--- config.mk ---
export PLATFORM = sky130hd
export DESIGN_NAME = spad_quench_seq
export DESIGN_NICKNAME = d
export VERILOG_FILES = /design/src/rtl/spad_quench_seq.sv
export SDC_FILE = /design/constraint.sdc
export NUM_CORES = 1
export LEC_CHECK = 0
export CORE_MARGIN = 1.5
export CORE_UTILIZATION = 25
export DETAILED_ROUTE_END_ITERATION = 12
export PLACE_DENSITY_LB_ADDON = 0.08
export SYNTH_ARGS = -nofsm -noshare
export SYNTH_HDL_FRONTEND = slang
export SYNTH_SLANG_ARGS = --single-unit
--- constraint.sdc ---
create_clock -name clk -period 10.2 [get_ports clk]
set_input_delay 2.04 -clock clk [delete_from_list [all_inputs] [get_ports clk]]
set_output_delay 2.04 -clock clk [all_outputs]
set_load 0.02 [all_outputs]
--- src/rtl/spad_quench_seq.sv ---
// spad_quench_seq: per-channel SPAD quench/holdoff/reset sequencer with synchronised edge detect
// Optional saturating event/miss counters enabled by defining SPAD_EVT_CNT_EN.
module spad_quench_seq #(
  parameter int N_CH        = 4,
  parameter int CNT_W       = 8,
  parameter int SYNC_STAGES = 2,
  parameter int EVT_W       = 16
) (
  input  logic                  clk,
  input  logic                  rst,
  input  logic [N_CH-1:0]       en,
  input  logic [N_CH-1:0]       avl_in,
  input  logic [CNT_W-1:0]      quench_len,
  input  logic [CNT_W-1:0]      holdoff_len,
  input  logic [CNT_W-1:0]      reset_len,
  input  logic                  cnt_clr,
  output logic [N_CH-1:0]       quench_en_n,
  output logic [N_CH-1:0]       rst_en,
  output logic [N_CH-1:0]       busy,
  output logic [N_CH-1:0]       det_strobe,
  output logic [N_CH*EVT_W-1:0] evt_cnt,
  output logic [N_CH*EVT_W-1:0] miss_cnt
);
  typedef enum logic [1:0] {IDLE, QUENCH, HOLD, RESET} state_t;
  logic [SYNC_STAGES:0] rdy;
  logic [N_CH-1:0] edge_v, accept, drop;
  function automatic logic [CNT_W-1:0] m1(input logic [CNT_W-1:0] x);
    return (x == '0) ? '0 : x - CNT_W'(1);
  endfunction
  // Edges are masked until the sync chain and prev reg hold real samples, so a line high at release is not an edge
  always_ff @(posedge clk or posedge rst)
    if (rst) rdy <= '0;
    else     rdy <= {rdy[SYNC_STAGES-1:0], 1'b1};
  for (genvar c = 0; c < N_CH; c++) begin : g_ch
    logic [SYNC_STAGES-1:0] sync;
    logic prev, qn_r, re_r, qn_nxt, re_nxt;
    state_t state, nstate;
    logic [CNT_W-1:0] cnt, ncnt, hl, rl;
    always_ff @(posedge clk or posedge rst)
      if (rst) begin
        sync <= '0;
        prev <= 1'b0;
      end else begin
        sync <= {sync[SYNC_STAGES-2:0], avl_in[c]};
        prev <= sync[SYNC_STAGES-1];
      end
    assign edge_v[c] = sync[SYNC_STAGES-1] & ~prev & rdy[SYNC_STAGES];
    assign accept[c] = (state == IDLE) & edge_v[c] & en[c];
    assign drop[c]   = (state != IDLE) & edge_v[c];
    always_ff @(posedge clk or posedge rst)
      if (rst) begin
        state <= IDLE;
        cnt   <= '0;
        hl    <= '0;
        rl    <= '0;
        qn_r  <= 1'b1;
        re_r  <= 1'b0;
      end else begin
        state <= nstate;
        cnt   <= ncnt;
        hl    <= accept[c] ? holdoff_len : hl;
        rl    <= accept[c] ? reset_len : rl;
        qn_r  <= qn_nxt;
        re_r  <= re_nxt;
      end
    // cnt holds remaining cycles minus one in the current phase
    always_comb begin
      nstate = state;
      ncnt   = cnt;
      case (state)
        IDLE: if (accept[c]) begin
          nstate = QUENCH;
          ncnt   = m1(quench_len);
        end
        QUENCH: if (cnt == '0) begin
          nstate = (hl == '0) ? RESET : HOLD;
          ncnt   = (hl == '0) ? m1(rl) : hl - CNT_W'(1);
        end else ncnt = cnt - CNT_W'(1);
        HOLD: if (cnt == '0) begin
          nstate = RESET;
          ncnt   = m1(rl);
        end else ncnt = cnt - CNT_W'(1);
        RESET: if (cnt == '0) nstate = IDLE;
               else ncnt = cnt - CNT_W'(1);
      endcase
    end
    always_comb begin
      qn_nxt = nstate != QUENCH;
      re_nxt = nstate == RESET;
    end
    assign quench_en_n[c] = qn_r;
    assign rst_en[c]      = re_r;
    assign busy[c]        = state != IDLE;
    assign det_strobe[c]  = accept[c];
`ifdef SPAD_EVT_CNT_EN
    logic [EVT_W-1:0] ec, mc;
    always_ff @(posedge clk or posedge rst)
      if (rst) begin
        ec <= '0;
        mc <= '0;
      end else if (cnt_clr) begin
        ec <= '0;
        mc <= '0;
      end else begin
        ec <= (accept[c] && ~&ec) ? ec + EVT_W'(1) : ec;
        mc <= (drop[c] && ~&mc) ? mc + EVT_W'(1) : mc;
      end
    assign evt_cnt[c*EVT_W +: EVT_W]  = ec;
    assign miss_cnt[c*EVT_W +: EVT_W] = mc;
`else
    assign evt_cnt[c*EVT_W +: EVT_W]  = '0;
    assign miss_cnt[c*EVT_W +: EVT_W] = '0;
`endif
  end
`ifndef SPAD_EVT_CNT_EN
  logic unused_cnt;
  assign unused_cnt = ^{cnt_clr, drop};
`endif
endmodule
==> summary.md, run 1 <==
| Metric | Value |
|---|---|
| Final Cycle Share | 0.5921 |
| DRC | 0 |
| Htree depth | 4 |
| Clk buf depth | 2 |
| Critical path capture point type | output pin |
| TritonCTS buffer count | 17 |
| Worst r2r path cells | 7 |
| # diodes | 0 |
| Post-synth top cells | 136 x buf_4, 123 x dfrtp_1, 93 x nand2_1 |
| Die ar. | between 30000 and 40000 sq um |
| Post-cts sizing count | 0 |
| Max Cap Viol | 0 |
| Row Count | 68 |
| Final Setup Violations | 0 |
| RSZ-0062 raised after global routing | no |
| Clk sinks | approximately 130 |
| Port bufs | 49 |
| Most common cell in the synthesized netlist | buf_4 |
| Mux share of post-synthesis cell area | 0.05716 |
| Most frequent CP cell | clkdlybuf4s50_1 |
| Synth Warn # | 0 |
| Net Sw Power | 0.0009235 W |
| WL per Instance | 17.47 um |
| Simple-gate share of the synthesized area | 0.1912 |
| Gp weighted congestion | between 0.7 and 0.8 |
| RR Startpoint | g_ch[1].state[0]$_DFF_PP0_ |
| Worst slew pin tran | 1.119 ns |
| Top FF cell, synth | dfrtp_1 |
| Hpwl dp | 18920 um |
| Core area | approximately 35000 sq um |
| Top-area cell type share of the netlist area | 0.3489 |
| Layout cell share with drive strength beyond 1 | 0.1143 |
| Synth cell types | 78 |
| Final core utilization | 0.2890 |
| Sw Share | 0.3805 |
| Setup Fix Bufs, Post-CTS | 0 |
| Die Y | approximately 190 um |
| Max Clock Freq | between 150 and 200 MHz |
| Gr usage total | 0.1471 |
| Int Pwr | roughly 0.0015 W |
| Slew Viols, Final | 0 |
| Flop and latch count out of synthesis | 127 |
| Crit-path max FO | 26 |
| Final hold violation count | 0 |
| End of the worst hold path | g_ch[3].sync[1]$_DFF_PP0_ |
| CTS tree | built |
| Comb power frac | 0.341 |
| Syn avg cell area | 9.113 sq um |
| Post-synthesis sequential area ratio | 0.3609 |
| Gr ovfl total | 0 |
| Synth Area in Adders | 0.03262 |
| Post-route setup TNS | 0 ns |
| First-pass GRT wire length | between 40000 and 50000 um |
| Worst Setup SP | en[3] |
| PwrDens | between 200 and 250 nW/um^2 |
| Clk pwr share | 0.298 |
| Nets | 1069 |
| Synth Area in Compound Gates | 0.1635 |
| Clk_lat worst skew | about 0.43 ns |
| Post-Synth XOR/XNOR Area | 0.04468 |
| Area of the multi-input gates | a little under 5000 sq um |
| CP peak stage delay | ~0.66 ns |
| Placed cells | roughly 1400 |
| R2R setup slack | about 7.6 ns |
| CP Launch Type | input port |
| Post-DRT Antenna Nets | 0 |
| Area grow syn2layout | 13.45% |
| Outcome | finished, final reports clean |
| Largest net degree at the start of global routing | 67 |
| Area leader, netlist | dfrtp_1 |
| Critical Path AT | 4.00 ns |
| Vias in the first global route | 6634 |
| Combinational family with the most area after synthesis | simple AND/OR/NAND/NOR gates |
| EDFF count, synth | 0 |
| Slew HR | 0.2460 |
| Overall routed net length | 25840 um |
| Root buf cell | clkbuf_16 |
| Synth Instances | around 970 |
| Crit path buf inv count | 3 |
| Total iterations of the first detailed-routing run | 4 |
| Peak VDD IR | roughly 0.09 mV |
| Slowest stage cell, crit path | clkdlybuf4s50_1 |
| Setup ws final | between 4 and 5 ns |
| Family with the most delay on the worst path | buffers and inverters |
| Setup slack at placement | approximately 4 ns |
| Die span in x | between 150 and 200 um |
| Post-route minimum period | slightly above 6 ns |
| CP required | roughly 8.2 ns |
| Initial core utilization | 0.2547 |
| Fillers | roughly 3700 |
| Final hold slack | between 0.3 and 0.4 ns |
| Initial antenna violation count | 2 |
| FF-to-FF End | g_ch[1].cnt[5]$_DFFE_PP0P_ |
| Fin cells | about 1500 |
| Worst path cell trace | clkdlybuf4s50_1 > nand4b_1 > nor2_2 > buf_4 > clkdlybuf4s50_1 |
| Leak | approximately 4.2 nW |
| Register Area | between 3000 and 4000 sq um |
| Crit path kind | input port to output pin |
| Clock transition at path regs | about 0.060 ns |
| Number of hold buffers added after cts | 0 |
| I/O Pins | ~180 |
| Via/cell ratio | 4.604 |
| Hold Path Stages | 0 |
| Async SR Flop Fraction | 1.000 |
| Setup Skew | 0.01023 ns |
| Area of the mapped netlist | just under 9000 sq um |
| Synth top area cells | dfrtp_1 35%, buf_4 12%, mux2_2 4.5% |
| Violation count after the first detailed-routing iteration | 312 |
| Flop pwr share | 0.361 |
| HP Start | g_ch[3].sync[0]$_DFF_PP0_ |
| Vias | 6810 |
| Worst min path class | flop to flop |
metal layers:
| metal | up-vias | share of wire | GRT usage |
|---|---|---|---|
| li1 | 3327 | - | - |
| met1 | 3303 | 0.49 | 0.2050 |
| met2 | 158 | 0.46 | 0.2352 |
| met3 | 22 | 0.037 | 0.02098 |
| met4 | 0 | 0.018 | 0.04179 |
| met5 | - | 0 | 0 |
kinds of logic after synthesis:
logic type / Yosys count
compound gates: 202
xor+xnor: 45
fa+ha+maj: 23
buf+inv: 210
flops: 127
mux: 46
other cells: 2
simple gates: 313
layout by cell type (no fill, tap or decap), types with 13 or more instances in the layout:
cell,synthesis,routed
xnor2_1,23,23
ha_1,23,23
dfrtp_1,123,123
xor2_1,22,22
nand2_1,93,93
conb_1,2,129
o21ai_0,44,44
nor2_1,48,47
inv_1,44,43
a31oi_1,15,15
nor3_1,29,29
nor4_1,19,19
a21oi_1,32,32
clkbuf_16,0,17
nand3_1,17,17
nor2b_1,14,14
nor3b_1,13,13
or4_1,14,14
mux2_2,35,35
clkdlybuf4s50_1,0,49
registers in the layout (all words and copies together), names as in the netlist:
signal,flops
rdy,3
g_ch.hl,32
g_ch.cnt,32
g_ch.qn_r,4
g_ch.state,8
g_ch.prev,4
g_ch.rl,32
g_ch.re_r,4
g_ch.sync,8
stage by stage:
step                instance area (sq um)  total power [W]
floorplan                            9298         0.001498
global placement                     9320         0.001727
detailed placement                   9320         0.001720
CTS                                 10010         0.002459
global route                        10010         0.002613
finish                              10010         0.002427
worst max-delay path by stage:
stage	slack, ns	to	depth (start not counted)
after global placement	4.11	det_strobe[3]	5
after detailed placement	4.08	det_strobe[3]	5
after floorplan	4.78	g_ch[0].cnt[0]$_DFFE_PP0P_	1
final	4.16	det_strobe[3]	5
after global routing	4.03	det_strobe[3]	5
after CTS	4.09	det_strobe[3]	5
cell type report:
cell class	instances	share of cell area
inverter	46	0.01775
clock inverter	13	0.02338
clock buffer	19	0.04526
timing repair buffer	61	0.05801
tap	455	0.05689
sequential	127	0.3181
multi-input combinational	758	0.4806
power groups by stage:
stage | clock network (W) | logic [W] | registers, W
finish | 0.000724 | 0.000827 | 0.000876
global route | 0.000762 | 0.000941 | 0.000911
CTS | 0.000741 | 0.000842 | 0.000877
detailed placement | 0 | 0.000837 | 0.000884
global placement | 0 | 0.000841 | 0.000886
floorplan | 0 | 0.000689 | 0.000809
(Power assumes the default switching activity.)
==> run 2: changes to the inputs <==
- clock period: 10.2 -> 5.5 ns (I/O delays scaled with it)
==> summary.md, run 2 (synthesis gave the netlist of run 1 again) <==
| Metric | Value |
|---|---|
| Placed cells | 1447 (unchanged) |
| Most common cell after layout, fill and taps aside | conb_1 |
| Nets | 1069 (unchanged) |
| Outcome | finished, final reports clean |
| Vias | 6798 (-0.18%) |
| Slew Viols, Final | 0 (unchanged) |
| CP peak stage delay | 0.69 ns (+0.03 ns) |
| FF-to-FF End | g_ch[3].re_r$_DFF_PP0_ |
| Initial core utilization | 0.2547 (unchanged) |
| Cell depth of the worst setup path | 4 (-1) |
| DRC | 0 (unchanged) |
| Initial antenna violation count | 1 (-1) |
| Final hold violation count | 0 (unchanged) |
| Peak VDD IR | 0.1892 mV (+110%) |
| Port bufs | 49 (unchanged) |
| Post-route cell area | 9901 sq um (-1.1%) |
| Htree depth | 4 (unchanged) |
| Gr usage total | 0.1471 (about the same) |
| Slowest stage cell, crit path | nor2_1 |
| Worst r2r path cells | 7 (unchanged) |
| Violation count after the first detailed-routing iteration | 405 (+30%) |
| Post-cts sizing count | 0 (unchanged) |
| Crit path buf inv count | 2 (-1) |
| Worst slew pin tran | 0.9799 ns (-0.1388 ns) |
| Die Y | 190.8 um (unchanged) |
| Crit-path max FO | 14 (-46%) |
| Row Count | 68 (unchanged) |
| Core area | 34630 sq um (unchanged) |
| Critical path capture point type | output pin |
| I/O Pins | 179 (unchanged) |
| Gp weighted congestion | 0.7502 (-2.3%) |
| Slew HR | 0.3396 (+0.09355) |
| First-pass GRT wire length | 40500 um (+0.19%) |
| Leak | 4.145 nW (-1.2%) |
| CP Launch Type | flop |
| Fillers | 3697 (+0.081%) |
| CP required | 4.40 ns (-3.76 ns) |
| Gr ovfl total | 0 (unchanged) |
| Setup Fix Bufs, Post-CTS | 0 (unchanged) |
| Clock transition at path regs | 0.07 ns (about the same) |
| Clk buf depth | 2 (unchanged) |
| Hpwl dp | 18960 um (+0.18%) |
| Via/cell ratio | 4.596 (-0.18%) |
| Critical Path AT | 3.01 ns (-0.99 ns) |
| Area of the multi-input gates | 4810 sq um (unchanged) |
| Area grow syn2layout | 12.24% |
| Largest net degree at the start of global routing | 62 (-7.5%) |
| Die ar. | 36420 sq um (unchanged) |
| R2R setup slack | 2.67 ns (-4.90 ns) |
| # diodes | 0 (unchanged) |
| Register Area | 3183 sq um (unchanged) |
| Worst min path class | flop to flop |
| CTS tree | built |
| Final Setup Violations | 0 (unchanged) |
| Total iterations of the first detailed-routing run | 4 (unchanged) |
| RR Startpoint | g_ch[3].state[1]$_DFF_PP0_ |
| Worst path cell trace | nor2_1 > clkinv_1 > nor2_2 > clkdlybuf4s50_1 |
| Die span in x | 190.8 um (unchanged) |
| Setup Skew | 0.01505 ns (+0.004824 ns) |
| Post-DRT Antenna Nets | 0 (unchanged) |
| Layout cell share with drive strength beyond 1 | 0.1143 (unchanged) |
| Overall routed net length | 26120 um (+1.0%) |
| Post-route setup TNS | 0 ns (unchanged) |
| Final Cycle Share | 0.7473 |
| PwrDens | 434.5 nW/um^2 (+79%) |
| Post-route minimum period | slightly above 4 ns |
| TritonCTS buffer count | 17 (unchanged) |
| Fin cells | 1479 (unchanged) |
| DP Area | 9320 sq um (unchanged) |
| Crit path kind | flop to output pin |
| Root buf cell | clkbuf_16 |
| CP endpoint | det_strobe[3] |
| Final core utilization | 0.2859 (-0.003071) |
| Clk sinks | 127 (unchanged) |
| Most frequent cells in the layout | 129 x conb_1, 123 x dfrtp_1, 93 x nand2_1 |
| Vias in the first global route | 6615 (-0.29%) |
| Max Cap Viol | 0 (unchanged) |
| Largest regs | g_ch.cnt: 32 flops, g_ch.hl: 32 flops, g_ch.rl: 32 flops |
| Number of hold buffers added after cts | 0 (unchanged) |
| Power Total | 0.004302 W (+77%) |
| WL per Instance | 17.66 um (+1.0%) |
| Max Clock Freq | 243.3 MHz |
| Clk_lat worst skew | 0.42 ns (about the same) |
| Family with the most delay on the worst path | buffers and inverters |
| Worst Setup SP | g_ch[3].state[1]$_DFF_PP0_ |
| RSZ-0062 raised after global routing | no |
## run 2: worst min path at each step
stage,start,end,slack [ns],depth (start not counted)
global placement,g_ch[3].sync[0]$_DFF_PP0_,g_ch[3].sync[1]$_DFF_PP0_,0.33,0
global route,rdy[0]$_DFF_PP0_,rdy[1]$_DFF_PP0_,0.36,0
floorplan,g_ch[0].sync[0]$_DFF_PP0_,g_ch[0].sync[1]$_DFF_PP0_,0.33,0
detailed placement,g_ch[3].sync[0]$_DFF_PP0_,g_ch[3].sync[1]$_DFF_PP0_,0.33,0
finish,rdy[0]$_DFF_PP0_,rdy[1]$_DFF_PP0_,0.35,0
CTS,rdy[0]$_DFF_PP0_,rdy[1]$_DFF_PP0_,0.35,0
## run 2: power by group
part,switching (W),total [W],internal (W)
Sequential,0.000391,0.00162,0.00123
Combinational,0.000869,0.00154,0.000675
Clock,0.000479,0.00113,0.000655
## run 2: metrics by stage
| stage | hold WS [ns] | setup WS, ns |
|---|---|---|
| floorplan | 0.3312 | 1.022 |
| global placement | 0.3312 | 1.474 |
| detailed placement | 0.3347 | 1.492 |
| CTS | 0.3505 | 1.340 |
| global route | 0.3603 | 1.055 |
| finish | 0.3474 | 1.390 |
## run 2: area by class of cell
cell class / count / share of cell area
multi-input combinational: 758 / 0.4858
sequential: 127 / 0.3215
timing repair buffer: 61 / 0.05864
clock buffer: 19 / 0.04575
inverter: 46 / 0.01795
tap: 455 / 0.05750
clock inverter: 13 / 0.01289
## run 2: routing by layer
metal,up-vias,share of wire,track usage
li1,3324,-,-
met3,18,0.032,0.02264
met1,3308,0.50,0.2072
met2,148,0.46,0.2341
met5,-,0,0
met4,0,0.013,0.03574
==> run 3: changes to the inputs <==
- clock period: 5.5 -> 3.6 ns (I/O delays scaled with it)
==> summary.md, run 3 (synthesis gave the netlist of run 1 again) <==
| Metric | Value |
|---|---|
| Outcome | finished, final reports clean |
| Initial antenna violation count | 0 (-1) |
| First-pass GRT wire length | 39660 um (-2.1%) |
| Clk pwr share | 0.267 (+0.003) |
| DRC | 0 (unchanged) |
| Critical Path AT | 2.45 ns (-0.56 ns) |
| CP Launch Type | flop |
| Slowest stage cell, crit path | clkdlybuf4s50_1 |
| Flop pwr share | 0.373 (-0.004) |
| R2R setup slack | 1.00 ns (-1.67 ns) |
| Via/cell ratio | 4.653 (+1.2%) |
| HP Start | rdy[0]$_DFF_PP0_ |
| Worst min path class | flop to flop |
| Core area | 34630 sq um (unchanged) |
| Crit path kind | flop to output pin |
| Total iterations of the first detailed-routing run | 5 (+1) |
| Nets | 1077 (+0.75%) |
| Critical path capture point type | output pin |
| Most common cell after layout, fill and taps aside | conb_1 |
| Final core utilization | 0.2880 (+0.002095) |
| Layout cell share with drive strength beyond 1 | 0.1164 (+0.002134) |
| Clock transition at path regs | 0.06 ns (about the same) |
| Vias in the first global route | 6509 (-1.6%) |
| Hold Path Stages | 0 (unchanged) |
| Largest net degree at the start of global routing | 128 (+110%) |
| Int Pwr | 0.004038 W (+58%) |
| Worst path cell trace | nor2_1 > buf_4 > clkinv_1 > nor2_2 > clkdlybuf4s50_1 |
| FF-to-FF End | g_ch[3].cnt[0]$_DFFE_PP0P_ |
| Post-route minimum period | 3.174 ns |
| RSZ-0062 raised after global routing | no |
| Htree depth | 4 (unchanged) |
| Fillers | 3705 (+0.22%) |
| Clk sinks | 127 (unchanged) |
| Setup Fix Bufs, Post-CTS | 0 (unchanged) |
| Initial core utilization | 0.2547 (unchanged) |
| Die span in x | 190.8 um (unchanged) |
| Crit-path max FO | 14 (unchanged) |
| PwrDens | 663.7 nW/um^2 (+53%) |
| Peak VDD IR | 0.2383 mV (+26%) |
| Post-route setup TNS | 0 ns (unchanged) |
| RR Startpoint | g_ch[3].hl[0]$_DFFE_PP0P_ |
| End of the worst hold path | rdy[1]$_DFF_PP0_ |
| Gr ovfl total | 0 (unchanged) |
| Sw Share | 0.3899 (-0.01439) |
| CP required | 2.88 ns (-1.52 ns) |
| Largest regs | g_ch.cnt: 32 flops, g_ch.hl: 32 flops, g_ch.rl: 32 flops |
| Die Y | 190.8 um (unchanged) |
| Number of hold buffers added after cts | 0 (unchanged) |
| Worst slew pin tran | 0.8555 ns (-0.1244 ns) |
| Most frequent cells in the layout | 129 x conb_1, 123 x dfrtp_1, 93 x nand2_1 |
| Die ar. | 36420 sq um (unchanged) |
| # diodes | 0 (unchanged) |
| Row Count | 68 (unchanged) |
| Max Clock Freq | roughly 320 MHz |
| Register Area | 3183 sq um (unchanged) |
| Worst r2r path cells | 6 (-1) |
| Port bufs | 49 (unchanged) |
| Clk buf depth | 2 (unchanged) |
| Hpwl dp | 18640 um (-1.7%) |
| Final hold slack | 0.3455 ns (-0.001987 ns) |
| Root buf cell | clkbuf_16 |
| Clk_lat worst skew | 0.42 ns (about the same) |
| Max Cap Viol | 0 (unchanged) |
| Overall routed net length | 25800 um (-1.2%) |
| Final hold violation count | 0 (unchanged) |
| Vias | 6914 (+1.7%) |
| Post-cts sizing count | 0 (unchanged) |
| Final Cycle Share | 0.8818 |
| Final Setup Violations | 0 (unchanged) |
| Slew Viols, Final | 0 (unchanged) |
| Setup Skew | 0.009631 ns (-0.005424 ns) |
| I/O Pins | 179 (unchanged) |
| Gp weighted congestion | 0.7677 (+2.3%) |
| Area of the multi-input gates | 4802 sq um (-0.16%) |
| Leak | 4.190 nW (+1.1%) |
| Post-DRT Antenna Nets | 0 (unchanged) |
| TritonCTS buffer count | 17 (unchanged) |
| CTS tree | built |
| WL per Instance | 17.36 um (-1.7%) |
| Gr usage total | 0.1451 (-0.002034) |
| Slew HR | 0.4297 (+0.09008) |
| CP peak stage delay | 0.62 ns (-0.07 ns) |
| Violation count after the first detailed-routing iteration | 324 (-20%) |
| Comb power frac | 0.359 (about the same) |
| Net Sw Power | 0.002581 W (+48%) |
| Area grow syn2layout | 13.06% |
run 3: changes by cell type in the layout (fill, tap and decap cells not counted), sizes merged:
cell / previous run / this run
buf: 12 / 20
bufinv: 1 / 3
clkbuf: 19 / 21
clkinv: 5 / 7
clkinvlp: 3 / 2
inv: 50 / 44
run 3: how the worst max path moves through the flow:
stage	slack [ns]	start	end	depth (start not counted)
after global routing	0.25	g_ch[3].state[1]$_DFF_PP0_	det_strobe[3]	5
final	0.43	g_ch[3].state[1]$_DFF_PP0_	det_strobe[3]	5
after global placement	0.34	quench_len[0]	g_ch[1].cnt[6]$_DFFE_PP0P_	7
after CTS	0.40	g_ch[3].state[1]$_DFF_PP0_	det_strobe[3]	5
after floorplan	1.11	quench_len[0]	g_ch[1].cnt[6]$_DFFE_PP0P_	6
after detailed placement	0.29	quench_len[0]	g_ch[2].cnt[6]$_DFFE_PP0P_	8
run 3: per-layer routing:
layer  GRT usage  share of wire  vias to the layer above
met5           0              0                        -
met4     0.03786          0.013                        0
met3     0.02061          0.027                       20
met2      0.2280           0.46                      160
met1      0.2068           0.50                     3391
li1            -              -                     3343
run 3: per-stage QoR:
step,cells,setup WS (ns),area [sq um],power (W)
finish,1486,0.4256,9973,0.006619
global route,1486,0.2522,9973,0.007143
CTS,1486,0.3965,9973,0.006710
detailed placement,1455,0.2938,9384,0.004889
global placement,1455,0.3446,9384,0.004915
floorplan,1095,1.111,9301,0.004244
run 3: critical path: cells and delay by family, from the launching register on:
kind / cells / cell delay [ns]
AND/OR/NAND/NOR: 2 / 0.37
buffers and inverters: 3 / 1.11
flip-flops: 1 / 0.55
run 3: area by class of cell:
| type | count | share of cell area |
|---|---|---|
| Timing Repair Buffer | 69 | 0.06549 |
| Tap cell | 455 | 0.05708 |
| Multi-Input combinational cell | 758 | 0.4815 |
| Clock inverter | 10 | 0.01393 |
| Sequential cell | 127 | 0.3192 |
| Inverter | 46 | 0.01769 |
| Clock buffer | 21 | 0.04516 |
run 3: power by group through the flow:
stage | Clock (W) | Sequential [W] | Combinational, W
5_1_grt | 0.00189 | 0.00256 | 0.00269
4_1_cts | 0.00183 | 0.00247 | 0.00241
3_3_place_gp | 0 | 0.00250 | 0.00241
6_report | 0.00177 | 0.00247 | 0.00238
3_5_place_dp | 0 | 0.00249 | 0.00240
2_1_floorplan | 0 | 0.00229 | 0.00195
